--- src/rtl/control_unit_packing_mc.sv ---
// control_unit_packing_mc
//   Queues one packet request per end_sig pulse and drains PACK_WORDS result
//   words per request from the result FIFO towards the output link. Pops are
//   gated by FIFO occupancy and downstream ready. The link beat flags are
//   registered so that they line up with the FIFO read data one cycle later.
//
//   Optional feature macro: PACK_HEADER_EN
//     defined   : a header beat (out_hdr=1, out_sop=1) precedes every packet.
//     undefined : no header state, out_hdr is tied low, out_sop on word 0.
module control_unit_packing_mc #(
  parameter int PACK_WORDS = 16,
  parameter int PEND_DEPTH = 4,
  parameter int SEQ_W      = 8
) (
  input  logic                          clock,
  input  logic                          reset,
  input  logic                          end_sig,
  input  logic                          fifo_empty,
  input  logic                          out_ready,
  output logic                          pop_fout,
  output logic                          out_valid,
  output logic                          out_sop,
  output logic                          out_eop,
  output logic                          out_hdr,
  output logic [SEQ_W-1:0]              hdr_seq,
  output logic [$clog2(PACK_WORDS)-1:0] word_idx,
  output logic                          busy,
  output logic                          req_overflow
);

  localparam int CW = $clog2(PACK_WORDS);
  localparam int PW = $clog2(PEND_DEPTH + 1);
  localparam logic [CW-1:0] LAST_IDX = CW'(PACK_WORDS - 1);
  localparam logic [PW-1:0] PEND_FULL = PW'(PEND_DEPTH);

`ifdef PACK_HEADER_EN
  typedef enum logic [1:0] {S_IDLE, S_HEADER, S_POP} state_t;
`else
  typedef enum logic [1:0] {S_IDLE, S_POP} state_t;
`endif

  state_t           r_state;
  logic [CW-1:0]    r_cnt;
  logic [PW-1:0]    r_pendCnt;
  logic             r_reqOverflow;
  logic [SEQ_W-1:0] r_hdrSeq;
  logic             r_outValid;
  logic             r_outSop;
  logic             r_outEop;
  logic [CW-1:0]    r_wordIdx;

  logic w_pop;
  logic w_lastPop;
  logic w_pendNz;
  logic w_more;
  logic w_start;
  logic w_chain;
  logic w_dec;
  logic w_hdrIssue;

  // A word leaves the FIFO only while draining, with data available and room downstream.
  assign w_pop     = (r_state == S_POP) & ~fifo_empty & out_ready;
  assign w_lastPop = w_pop & (r_cnt == LAST_IDX);
  assign w_pendNz  = (r_pendCnt != '0);
  // A request arriving on the final pop counts as pending, so packets chain without a gap.
  assign w_more    = w_pendNz | end_sig;
  assign w_start   = (r_state == S_IDLE) & w_pendNz;
  assign w_chain   = w_lastPop & w_more;
  assign w_dec     = w_start | w_chain;

`ifdef PACK_HEADER_EN
  logic r_outHdr;
  assign w_hdrIssue = (r_state == S_HEADER) & out_ready;
  assign out_hdr    = r_outHdr;
`else
  assign w_hdrIssue = 1'b0;
  assign out_hdr    = 1'b0;
`endif

  assign pop_fout     = w_pop;
  assign out_valid    = r_outValid;
  assign out_sop      = r_outSop;
  assign out_eop      = r_outEop;
  assign hdr_seq      = r_hdrSeq;
  assign word_idx     = r_wordIdx;
  assign busy         = (r_state != S_IDLE) | w_pendNz;
  assign req_overflow = r_reqOverflow;

  // Pending request counter: end_sig adds, starting a packet consumes; full drops and flags.
  always_ff @(posedge clock or posedge reset) begin
    if (reset) begin
      r_pendCnt     <= '0;
      r_reqOverflow <= 1'b0;
    end else begin
      if (end_sig && !w_dec) begin
        if (r_pendCnt == PEND_FULL) begin
          r_reqOverflow <= 1'b1;
        end else begin
          r_pendCnt <= r_pendCnt + 1'b1;
        end
      end else if (!end_sig && w_dec) begin
        r_pendCnt <= r_pendCnt - 1'b1;
      end
    end
  end

  // Packet FSM plus the registered link flags, delayed one cycle to match FIFO read data.
  always_ff @(posedge clock or posedge reset) begin
    if (reset) begin
      r_state    <= S_IDLE;
      r_cnt      <= '0;
      r_hdrSeq   <= '0;
      r_outValid <= 1'b0;
      r_outSop   <= 1'b0;
      r_outEop   <= 1'b0;
      r_wordIdx  <= '0;
`ifdef PACK_HEADER_EN
      r_outHdr   <= 1'b0;
`endif
    end else begin
      r_outValid <= w_pop | w_hdrIssue;
      r_outEop   <= w_lastPop;
      r_wordIdx  <= r_cnt;
`ifdef PACK_HEADER_EN
      r_outSop   <= w_hdrIssue;
      r_outHdr   <= w_hdrIssue;
`else
      r_outSop   <= w_pop & (r_cnt == '0);
`endif
      case (r_state)
        S_IDLE: begin
          if (w_pendNz) begin
            r_cnt <= '0;
`ifdef PACK_HEADER_EN
            r_state <= S_HEADER;
`else
            r_state <= S_POP;
`endif
          end
        end
`ifdef PACK_HEADER_EN
        S_HEADER: begin
          if (out_ready) begin
            r_state <= S_POP;
          end
        end
`endif
        S_POP: begin
          if (w_pop) begin
            if (r_cnt == LAST_IDX) begin
              r_cnt    <= '0;
              r_hdrSeq <= r_hdrSeq + 1'b1;
              if (w_more) begin
`ifdef PACK_HEADER_EN
                r_state <= S_HEADER;
`else
                r_state <= S_POP;
`endif
              end else begin
                r_state <= S_IDLE;
              end
            end else begin
              r_cnt <= r_cnt + 1'b1;
            end
          end
        end
        default: begin
          r_state <= S_IDLE;
        end
      endcase
    end
  end

endmodule

--- config.mk ---
export PLATFORM = sky130hd
export DESIGN_NAME = control_unit_packing_mc
export DESIGN_NICKNAME = d
export VERILOG_FILES = /design/src/rtl/control_unit_packing_mc.sv
export SDC_FILE = /design/constraint.sdc
export NUM_CORES = 1
export LEC_CHECK = 0
export BUFFER_PORTS_ARGS = -buffer_cell sky130_fd_sc_hd__buf_2
export CAP_MARGIN = 20
export CORE_MARGIN = 2
export CORE_UTILIZATION = 45
export DETAILED_ROUTE_END_ITERATION = 16
export GPL_ROUTABILITY_DRIVEN = 0
export GPL_TIMING_DRIVEN = 0
export PLACE_DENSITY = 0.68
export REMOVE_ABC_BUFFERS = 1
export SLEW_MARGIN = 20
export SYNTH_ARGS = -nofsm -noshare
export SYNTH_HDL_FRONTEND = slang
export SYNTH_SLANG_ARGS = --single-unit
--- constraint.sdc ---
create_clock -name clock -period 3.2 [get_ports clock]
set_input_delay 0 -clock clock [delete_from_list [all_inputs] [get_ports clock]]
set_output_delay 0 -clock clock [all_outputs]
set_load 0.01 [all_outputs]
Yosys cells after proc, flatten, opt, wreduce, memory -nomap -nowiden
Cells that the tools add are included.
Widths: inputs -> output; s select.

storage, ports and cells
  flip-flop bits (word level) = 25
  bits of input ports = 5
  output and inout bits = 19

operators by class
  add/sub/neg operators = 4
  equality and inequality tests = 7
  muxes and demuxes = 12
  bitwise gates (word level) = 10
  reductions and logical operators = 15

operator list
  kind                 count
  $mux 4               3
  $mux 3               3
  $reduce_and 3->1     3
  $add 8x1->8 const B  1
  $pmux 4 s2           1
  $and 1x1->1          6
  $mux 2               3
  $ne 2x2->1 const B   3
  $reduce_bool 2->1    3
  $add 4x1->4 const B  1
  $eq 4x4->1 const B   1
  $logic_not 4->1      1
  $pmux 2 s2           1
  $reduce_and 2->1     2
  $add 3x1->3 const B  1
  $eq 3x3->1 const B   1
  $or 1x1->1           3
  $reduce_bool 3->1    1
  $sub 3x1->3 const B  1
  $eq 2x1->1 const B   1
  $logic_and 1x1->1    2
  $logic_not 1->1      2
  $logic_not 2->1      1
  $ne 2x1->1 const B   1
  other kinds (2)      2

Depth between registers and ports, before layout
Gate-level depths: netlist (run 1).

  depth in word-level cells = 10
  gate-level depth with buffers = 11
  depth with buffers taken out = 10

Worst setup path before layout (run 1)
OpenSTA, ideal clock, no wires.

  path kind = register to register
  start = reg r_cnt[0]
  end = reg r_pendCnt[2]
  setup time = 0.095 ns
  data arrival time = 2.321 ns
  data required time = 3.105 ns
  setup slack = 0.784 ns
  cell stages (with the launch flop) = 9
  path buffers = 0
  period minus slack after synthesis = 2.416 ns
  path through = dfrtp_1 ha_1 and3_1 nand2_4 inv_2 or3_1 fa_1 o32a_1 o31ai_1

between the ends
  longest elaborated chain between the ends = 8
  elaborated cells on any way between the ends = 11
  classes of those cells = 2 x eq/ne; 1 x mux; 3 x bitwise; 5 x reduce/logical

ends and longest elaborated chain
  item                                                              RTL line  text
  from (decl)                                                       43        logic [CW-1:0] r_cnt;
  from (signal assigned)                                            163       r_cnt <= r_cnt + 1'b1;
  $eq 4x4->1 (*)                                                    63        assign w_lastPop = w_pop & (r_cnt == LAST_IDX);
  $and 1x1->1 (*)                                                   63
  via w_lastPop                                                     53        logic w_lastPop;
  $and 1x1->1 (*)                                                   68        assign w_chain = w_lastPop & w_more;
  $or 1x1->1 (*)                                                    69        assign w_dec = w_start | w_chain;
  $logic_not 1->1                                                   95        if (end_sig && !w_dec) begin
  $logic_and 1x1->1                                                 95
  $ne 2x2->1 (no line) / $reduce_bool 2->1 (equally long branches)  -
  $reduce_and 2->1 (no line)                                        -
  to (signal assigned)                                              99        r_pendCnt <= r_pendCnt + 1'b1;
  to (signal assigned)                                              102       r_pendCnt <= r_pendCnt - 1'b1;
  to (decl)                                                         44        logic [PW-1:0] r_pendCnt;

Mark *: on every way through the listed nets, which the timed path passes. The rest lies on a longest branch.
A chain may end at the register's enable or synchronous reset.

Worst setup path after layout (run 1)
Same ends and word-level chain as after synthesis.

==> results.md, run 1 <==
| Stage | Item | This run |
|---|---|---|
| sta | Worst-case clock skew | 0.00357 ns |
| sta | Post-layout minimum cycle time | 2.64 ns |
| sta | Maximum frequency from static timing analysis | 378 MHz |
| placement | Count of input and output buffers | 22 |
| setup path | Buffers plus inverters on the worst setup path | 1 |
| die | Cell row count | 18 |
| routing | DRC violation count after routing | 0 |
| setup path | Crit path max fanout | 8 |
| routing | Post-detailed-route count of antenna-violating nets | 0 |
| routing | Pre-antenna DRT Iters | 6 |
| setup path | Crit path capture type | register |
| cts | Clock latency on the worst-skew pair | 0.31 ns |
| cts | TritonCTS Buffers | 3 |
| sta | Max transition margin | 41.5% |
| die | X dimension of the die | 54.2 um |
| setup path | Req. time, crit path | 3.42 ns |
| pwr | IR drop worst, VDD | 426 uV |
| sta | Transition at the pin with the smallest max-transition slack | 0.877 ns |
| grt | Global-route wire length before repair | 3220 um |
| cts | Total number of H-tree levels | 1 |
| routing | Vias per inst | 5.34 |
| setup path | Arrival @ worst endpoint | 2.87 ns |
| routing | Number of design-rule violations left by the first detailed-router iteration | 19 |
| grt | Total gr overflow | 0 |
| routing | Wirelength, routed | 2000 um |
| die | Top Ports | 24 |
| cts | Number of clock sinks | 24 |
| routing | Number of vias in the routed layout | 833 |
| synth | Number of unique standard cell types used by synthesis | 37 |
| die | Overall die height | 54.2 um |
| sta | Pins Over Slew Limit | 0 |
| sta | Final hold viol count | 0 |
| synth | Yosys warning count | 0 |
| synth | Most area-consuming cells after synthesis | sky130_fd_sc_hd__dfrtp_1 (53%), sky130_fd_sc_hd__xnor2_1 (4.6%), sky130_fd_sc_hd__ha_1 (3.3%) |
| finish | Number of antenna cells inserted | 0 |
| synth | Most frequently used cell type in the post-synthesis netlist | sky130_fd_sc_hd__dfrtp_1 |
| setup path | Slowest cell delay on critical path | 0.46 ns |
| synth | Fraction of registers with async set/reset | 100% |
| cts | Post_cts resized | 0 |
| synth | Cell types with the highest counts after synthesis | sky130_fd_sc_hd__dfrtp_1 (24), sky130_fd_sc_hd__nand2_1 (10), sky130_fd_sc_hd__inv_1 (6), sky130_fd_sc_hd__nor2_1 (6), sky130_fd_sc_hd__xnor2_1 (6) |
| sta | Unrepaired setup endpoints after global routing | false |
| finish | Synthesis-to-layout area growth | 16.4% |
| cts | Root buf cell | sky130_fd_sc_hd__clkbuf_4 |
| cts | Clk buf depth | 2 |
| grt | Maximum number of pins on one net before global-route repair | 25 |
| die | Effective utilization at floorplan | 46.7% |
| setup path | Worst setup path class | reg -> reg |
| min path | Worst hold-check path type | in -> reg |
| grt | Via count of the first global-routing pass | 706 |
| setup path | Slowest library cell on the worst path | sky130_fd_sc_hd__fa_1 |
| run | Number of violations of the max-capacitance limit | 0 |
| finish | Share of final-layout standard cells stronger than drive strength 1 | 26.2% |
| sta | Period Utilization, post-route | 82.6% |
| grt | Number of antenna violations at the first check in global routing | 0 |
| setup path | Chain of cells forming the critical path | ha_1 > and3_1 > nand2_4 > inv_2 > or3_1 > fa_1 > o32a_1 > o31ai_1 |
| synth | Avg Inst Size Synth | 11.1 um^2 |
| pwr | Leakage component of the power | 0.666 nW |
| synth | Cell taking the most area after synthesis | sky130_fd_sc_hd__dfrtp_1 |
| die | Placeable core region | 2430 um^2 |
| synth | Sequential-to-total area share from yosys stat | 52.9% |
| synth | Flop and latch count out of synthesis | 24 |
| placement | Post-placement cell area | 1260 um^2 |
| finish | NumNets Final | 136 |
| synth | Gate Count Post-Synth | 102 |
| setup path | Delay-heaviest family, CP | simple AND/OR/NAND/NOR gates |
| synth | Cell Area, Synth | 1130 um^2 |
| synth | Most common flop cell mapped by yosys | sky130_fd_sc_hd__dfrtp_1 |
| status | Status | completed |
| finish | Total non-filler cell area in the finished layout | 1320 um^2 |
| synth | Number of enable flip-flop cells after synthesis | 0 |
| placement | DP HPWL | 1490 um |
| die | Floorplan die area | 2940 um^2 |
| sta | Setup_tns | 0 ns |
| finish | FILL cells | 222 |
| synth | Top-area cell type share of the netlist area | 52.9% |
| setup path | Crit start category | register |
| pwr | Power density over the cells | 691 nW/um^2 |
| cts | CTS tree | yes |
| sta | Setup-violating endpoint count in the final report | 0 |
| cts | Clock transition at the registers of the reported paths | 0.13 ns |
| routing | Detail-routed net length per standard cell | 12.8 um |
| grt | Global Route Usage Sum | 15.3% |
| cts | Number of setup buffers added after CTS | 0 |
-- kinds of logic after synthesis --
| family | after synthesis | synth area share (%) |
|---|---|---|
| AO/OA/AOI/OAI | 19 | 12.1 |
| adder cells (fa/ha/maj) | 4 | 5.07 |
| XOR/XNOR | 8 | 6.17 |
| other | 1 | 0.330 |
| flip-flops | 24 | 52.9 |
| buffers and inverters | 11 | 5.18 |
| multiplexers | 1 | 1.32 |
| AND/OR/NAND/NOR | 34 | 16.9 |
-- worst register-to-register path: stages (launching register included) --
cell                      delay (ns)
sky130_fd_sc_hd__dfrtp_1        0.45
sky130_fd_sc_hd__ha_1           0.25
sky130_fd_sc_hd__and3_1         0.23
sky130_fd_sc_hd__nand2_4        0.12
sky130_fd_sc_hd__inv_2          0.09
sky130_fd_sc_hd__or3_1          0.38
sky130_fd_sc_hd__fa_1           0.46
sky130_fd_sc_hd__o32a_1         0.36
sky130_fd_sc_hd__o31ai_1        0.22
-- cell usage in the layout (no fill, tap or decap), types with 4 or more instances in the layout --
cell                      instances
sky130_fd_sc_hd__dfrtp_1         24
sky130_fd_sc_hd__buf_2           22
sky130_fd_sc_hd__nand2_1         10
sky130_fd_sc_hd__xnor2_1          6
sky130_fd_sc_hd__inv_1            6
sky130_fd_sc_hd__nor2_1           6
sky130_fd_sc_hd__o31ai_1          5
sky130_fd_sc_hd__nand3_1          4
-- cell type report --
cell class,instances,area [um^2],share of cell area (%)
clock buffer,3,22.5,1.70
clock inverter,1,30.0,2.27
inverter,8,35.0,2.65
multi-input combinational,67,475,36.0
sequential,24,601,45.5
tap,30,37.5,2.84
timing repair buffer,23,120,9.09
-- path summary, 6_finish.rpt --
path | startpoint | end | slack, ns | cells after the start
worst max-delay path | r_cnt[0] | r_pendCnt[2] | 0.56 | 8
worst min-delay path | out_ready | out_valid | 0.03 | 3
worst max register to register | r_cnt[0] | r_pendCnt[2] | 0.56 | 8
worst min register to register | hdr_seq[7] | hdr_seq[7] | 0.47 | 1
max in group asynchronous | reset | hdr_seq[1] | 2.26 | 3
min in group asynchronous | reset | word_idx[3] | 0.40 | 3
-- power by group --
group	total [mW]	internal [mW]	leakage (nW)	switching, mW
clock	0.214	0.127	0.0279	0.0879
combinational	0.251	0.120	0.335	0.131
sequential	0.447	0.372	0.303	0.0756
total	0.913	0.619	0.666	0.294
-- per-layer routing --
metal / part of all wire, % / GRT usage [%] / wire [um] / up-vias
met5: 0 / 0 / 0 / -
met4: 1.3 / 5.00 / 27 / 0
met3: 5.8 / 3.55 / 116 / 5
met2: 47 / 23.5 / 942 / 26
met1: 46 / 21.3 / 917 / 396
li1: - / - / - / 406
-- state kept, by name, indices dropped and copies added, names as in the netlist --
signal and flops:
out_valid 1, hdr_seq 8, out_eop 1, out_sop 1
r_pendCnt 3, req_overflow 1, r_cnt 4, r_state 1
word_idx 4
-- stage by stage --
stage	setup slack, ns	utilization, %	hold WS [ns]	instances	power (mW)
finish	0.557	54.3	0.0348	156	0.913
global route	0.391	54.3	0.0373	156	0.977
CTS	0.553	54.3	0.0293	156	0.921
detailed placement	0.563	51.7	0.234	151	0.703
global placement	0.650	51.7	0.217	151	0.693
floorplan	0.784	-	0.0146	99	0.623
-- repair_timing --
item                                   4_1_cts  5_1_grt
endpoints found under the hold margin       24        0
setup endpoints to repair                    0        0
hold buffers                                 1        0
No activity file was read; power rests on OpenSTA's default activity.
==> run 2, diff against run 1 <==
Settings changed: ABC_AREA set to 1, PLACE_DENSITY 0.68 to 0.7.
Clock period 3.2 ns to 2.18 ns, I/O delays scaled along.
==> run 2 against run 1 <==
  * Synthesized cell count increased by 12%
  * Sequential power rose by 45%
  * Combinational power rose by 42%
  * Wire length decreased by 5.5%
  * Power up 35%
  * Via count did not move
  * Area after synthesis unchanged
  * First-iteration DRC count decreased by 74%
  * Clock power increased by 9%
  * Non-clock buffer count increased by 3
==> results.md, run 2 <==
| Stage | Item | This run | Delta |
|---|---|---|---|
| sta | Setup_tns | 0 ns | unchanged |
| cts | Clk buf depth | 2 | unchanged |
| die | Overall die height | 54.2 um | unchanged |
| finish | Synthesis-to-layout area growth | 19.1% |  |
| placement | Number of cells after detailed placement | 165 | +9.3% |
| synth | Flop and latch count out of synthesis | 24 | unchanged |
| sta | Pins Over Slew Limit | 0 | unchanged |
| cts | TritonCTS Buffers | 3 | unchanged |
| sta | Setup-violating endpoint count in the final report | 0 | unchanged |
| finish | Share of final-layout standard cells stronger than drive strength 1 | 28.7% | +2.5 points |
| synth | Most frequently used cell type in the post-synthesis netlist | sky130_fd_sc_hd__dfrtp_1 |  |
| setup path | Crit start category | register |  |
| routing | Number of design-rule violations left by the first detailed-router iteration | 5 | -14 |
| synth | Yosys warning count | 0 | unchanged |
| setup path | Chain of cells forming the critical path | ha_1 > nand3_2 > inv_1 > nand2_4 > nand3_2 > fa_1 > inv_1 > nand2_1 > nand2_1 > nand2_1 > nand2_1 > nand2_1 |  |
| pwr | Power density over the cells | 914 nW/um^2 | +32% |
| routing | DRC violation count after routing | 0 | unchanged |
| sta | Post-layout minimum cycle time | 1.90 ns | -0.746 ns |
| setup path | Slowest cell delay on critical path | 0.41 ns | -0.05 ns |
| finish | Number of antenna cells inserted | 0 | unchanged |
| setup path | Setup slack of the worst register-to-register path | 0.28 ns | -0.27 ns |
| sta | Period Utilization, post-route | 87.0% | +4.4 points |
| synth | Cell taking the most area after synthesis | sky130_fd_sc_hd__dfrtp_1 |  |
| setup path | Slowest library cell on the worst path | sky130_fd_sc_hd__dfrtp_1 |  |
| pwr | Leakage component of the power | 0.750 nW | +13% |
| placement | Count of input and output buffers | 22 | unchanged |
| cts | Number of clock sinks | 24 | unchanged |
| finish | Area taken by flip-flops and latches | 601 um^2 | unchanged |
| cts | Clock latency on the worst-skew pair | 0.31 ns | about the same |
| sta | Post-Route Hold Slack | 0.0183 ns | -0.0165 ns |
| die | Placeable core region | 2430 um^2 | unchanged |
| sta | Maximum frequency from static timing analysis | 527 MHz | +39% |
| cts | Total number of H-tree levels | 1 | unchanged |
| setup path | Capturing point of the worst reg2reg path | r_pendCnt[2] |  |
| cts | Number of setup buffers added after CTS | 0 | unchanged |
| cts | CTS tree | yes |  |
| sta | Max transition margin | 41.7% | +0.24 points |
| placement | Post-placement cell area | 1270 um^2 | +1.3% |
| synth | Cell types with the highest counts after synthesis | sky130_fd_sc_hd__dfrtp_1 (24), sky130_fd_sc_hd__nand2_1 (22), sky130_fd_sc_hd__inv_1 (15) |  |
| synth | Most area-consuming cells after synthesis | sky130_fd_sc_hd__dfrtp_1 (53%), sky130_fd_sc_hd__nand2_1 (7.3%), sky130_fd_sc_hd__inv_1 (5.0%) |  |
| routing | Post-detailed-route count of antenna-violating nets | 0 | unchanged |
| cts | Root buf cell | sky130_fd_sc_hd__clkbuf_4 |  |
| die | Effective utilization at floorplan | 46.7% | unchanged |
| die | Cell row count | 18 | unchanged |
| sta | Least setup slack across all paths after layout | 0.283 ns | -0.274 ns |
| finish | Multi-input combinational cell area | 470 um^2 | -1.1% |
| routing | Vias per inst | 4.82 | -9.8% |
| run | Number of violations of the max-capacitance limit | 0 | unchanged |
| routing | Detail-routed net length per standard cell | 10.9 um | -15% |
| synth | Gate Count Post-Synth | 114 | +12% |
| cts | Clock transition at the registers of the reported paths | 0.13 ns | about the same |
| min path | Endpoint of the worst hold path | r_state[0] |  |
| pwr | Total power draw | 1.24 mW | +35% |
| setup path | Cell mode on critical path | sky130_fd_sc_hd__nand2_1 |  |
| setup path | Crit path max fanout | 7 | -1 |
| finish | Count of placed standard cells in the final layout, fillers left out | 173 | +11% |
| sta | Unrepaired setup endpoints after global routing | false |  |
| finish | Most common cell after layout, fill and taps aside | sky130_fd_sc_hd__dfrtp_1 |  |
| sta | Final hold viol count | 0 | unchanged |
| cts | Post_cts resized | 0 | unchanged |
| synth | Number of enable flip-flop cells after synthesis | 0 | unchanged |
| die | X dimension of the die | 54.2 um | unchanged |
| min path | Hold path startpoint | end_sig |  |
| grt | Via count of the first global-routing pass | 769 | +8.9% |
| setup path | Worst setup path class | reg -> reg |  |
| synth | Most common flop cell mapped by yosys | sky130_fd_sc_hd__dfrtp_1 |  |
| setup path | Arrival @ worst endpoint | 2.12 ns | -0.75 ns |
| finish | Total non-filler cell area in the finished layout | 1350 um^2 | +2.3% |
| min path | Worst hold-check path type | in -> reg |  |
| routing | Wirelength, routed | 1890 um | -5.5% |
| synth | Number of unique standard cell types used by synthesis | 23 | -38% |
| grt | Global Route Usage Sum | 15.4% | +0.16 points |
| setup path | R2r startpoint | r_cnt[0] |  |
| synth | Fraction of registers with async set/reset | 100% | unchanged |
| finish | NumNets Final | 153 | +13% |
| finish | Largest register FFs | 8 | unchanged |
| grt | Maximum number of pins on one net before global-route repair | 25 | unchanged |
| routing | Pre-antenna DRT Iters | 4 | -2 |
| routing | Number of vias in the routed layout | 833 | unchanged |
| pwr | IR drop worst, VDD | 555 uV | +30% |
| synth | Top-area cell type share of the netlist area | 52.9% | unchanged |
| setup path | R2R cell count | 12 | +4 |
| sta | Transition at the pin with the smallest max-transition slack | 0.873 ns | -0.00352 ns |
| finish | FILL cells | 221 | -0.45% |
| setup path | Crit path capture type | register |  |
| sta | Worst-case clock skew | 0.00673 ns | +0.00316 ns |
| die | Top Ports | 24 | unchanged |
| placement | Dpl ws | 0.292 ns | -0.271 ns |
| grt | Total gr overflow | 0 | unchanged |
| finish | Commonest cells after routing, fill and taps aside | sky130_fd_sc_hd__dfrtp_1 (24), sky130_fd_sc_hd__nand2_1 (22), sky130_fd_sc_hd__buf_2 (22) |  |
| synth | Cell Area, Synth | 1130 um^2 | unchanged |
| min path | Number of cells on the worst hold path | 3 | unchanged |
| placement | DP HPWL | 1430 um | -4.1% |
| setup path | Req. time, crit path | 2.40 ns | -1.02 ns |
| finish | Core occupancy in the finished layout | 55.6% | +1.2 points |
| synth | Sequential-to-total area share from yosys stat | 52.9% | unchanged |
| grt | Number of antenna violations at the first check in global routing | 0 | unchanged |
| grt | Global-route wire length before repair | 3220 um | +0.22% |
| status | Status | completed |  |
| die | Floorplan die area | 2940 um^2 | unchanged |
| synth | Avg Inst Size Synth | 9.95 um^2 | -11% |
run 2: how the worst max path moves through the flow:
stage	startpoint	cells after the start	slack [ns]	endpoint
floorplan	r_cnt[0]	12	0.43	r_pendCnt[2]
global placement	r_cnt[0]	12	0.33	r_pendCnt[2]
detailed placement	r_cnt[0]	12	0.29	r_pendCnt[2]
CTS	r_cnt[0]	12	0.27	r_pendCnt[2]
global route	r_cnt[0]	12	0.15	r_pendCnt[2]
finish	r_cnt[0]	12	0.28	r_pendCnt[2]
run 2: worst max-delay path, delay by kind of cell, from the launching register on:
kind / cells / cell delay (ns)
adder cells (fa/ha/maj): 2 / 0.64
buffers and inverters: 2 / 0.14
flip-flops: 1 / 0.41
AND/OR/NAND/NOR: 8 / 0.61
run 2: repair_timing:
action	CTS	global route
hold endpoints to repair	28	0
endpoints found under the setup margin	0	0
hold buffers	4	0
run 2: area by class of cell:
class	count	share of cell area (%)
flip-flops and latches	24	44.4
multi-input cells	74	34.8
repair buffers	26	11.1
inverters	15	4.17
well taps	30	2.78
clock buffers	4	2.69
run 2: cells by family after synthesis:
family / Yosys count / synth area share [%]
other: 1 / 0.330
AOI/OAI and AO/OA: 8 / 3.75
DFF: 24 / 52.9
and+or+nand+nor: 54 / 26.2
adders and majority gates: 4 / 5.07
xor gates and xnor gates: 7 / 6.06
buffers and inverters: 16 / 5.62
run 2: power breakdown:
part           total, mW  switching, mW  internal, mW
registers          0.646         0.0906         0.555
logic              0.356          0.210         0.146
clock network      0.233          0.131         0.102
total               1.24          0.432         0.804
run 2: per-layer routing:
layer	GRT usage (%)	routed length, um	part of all wire [%]
met2	25.5	913	48
met5	0	0	0
met4	7.50	29	1.5
met1	19.7	868	46
met3	2.46	82	4.3
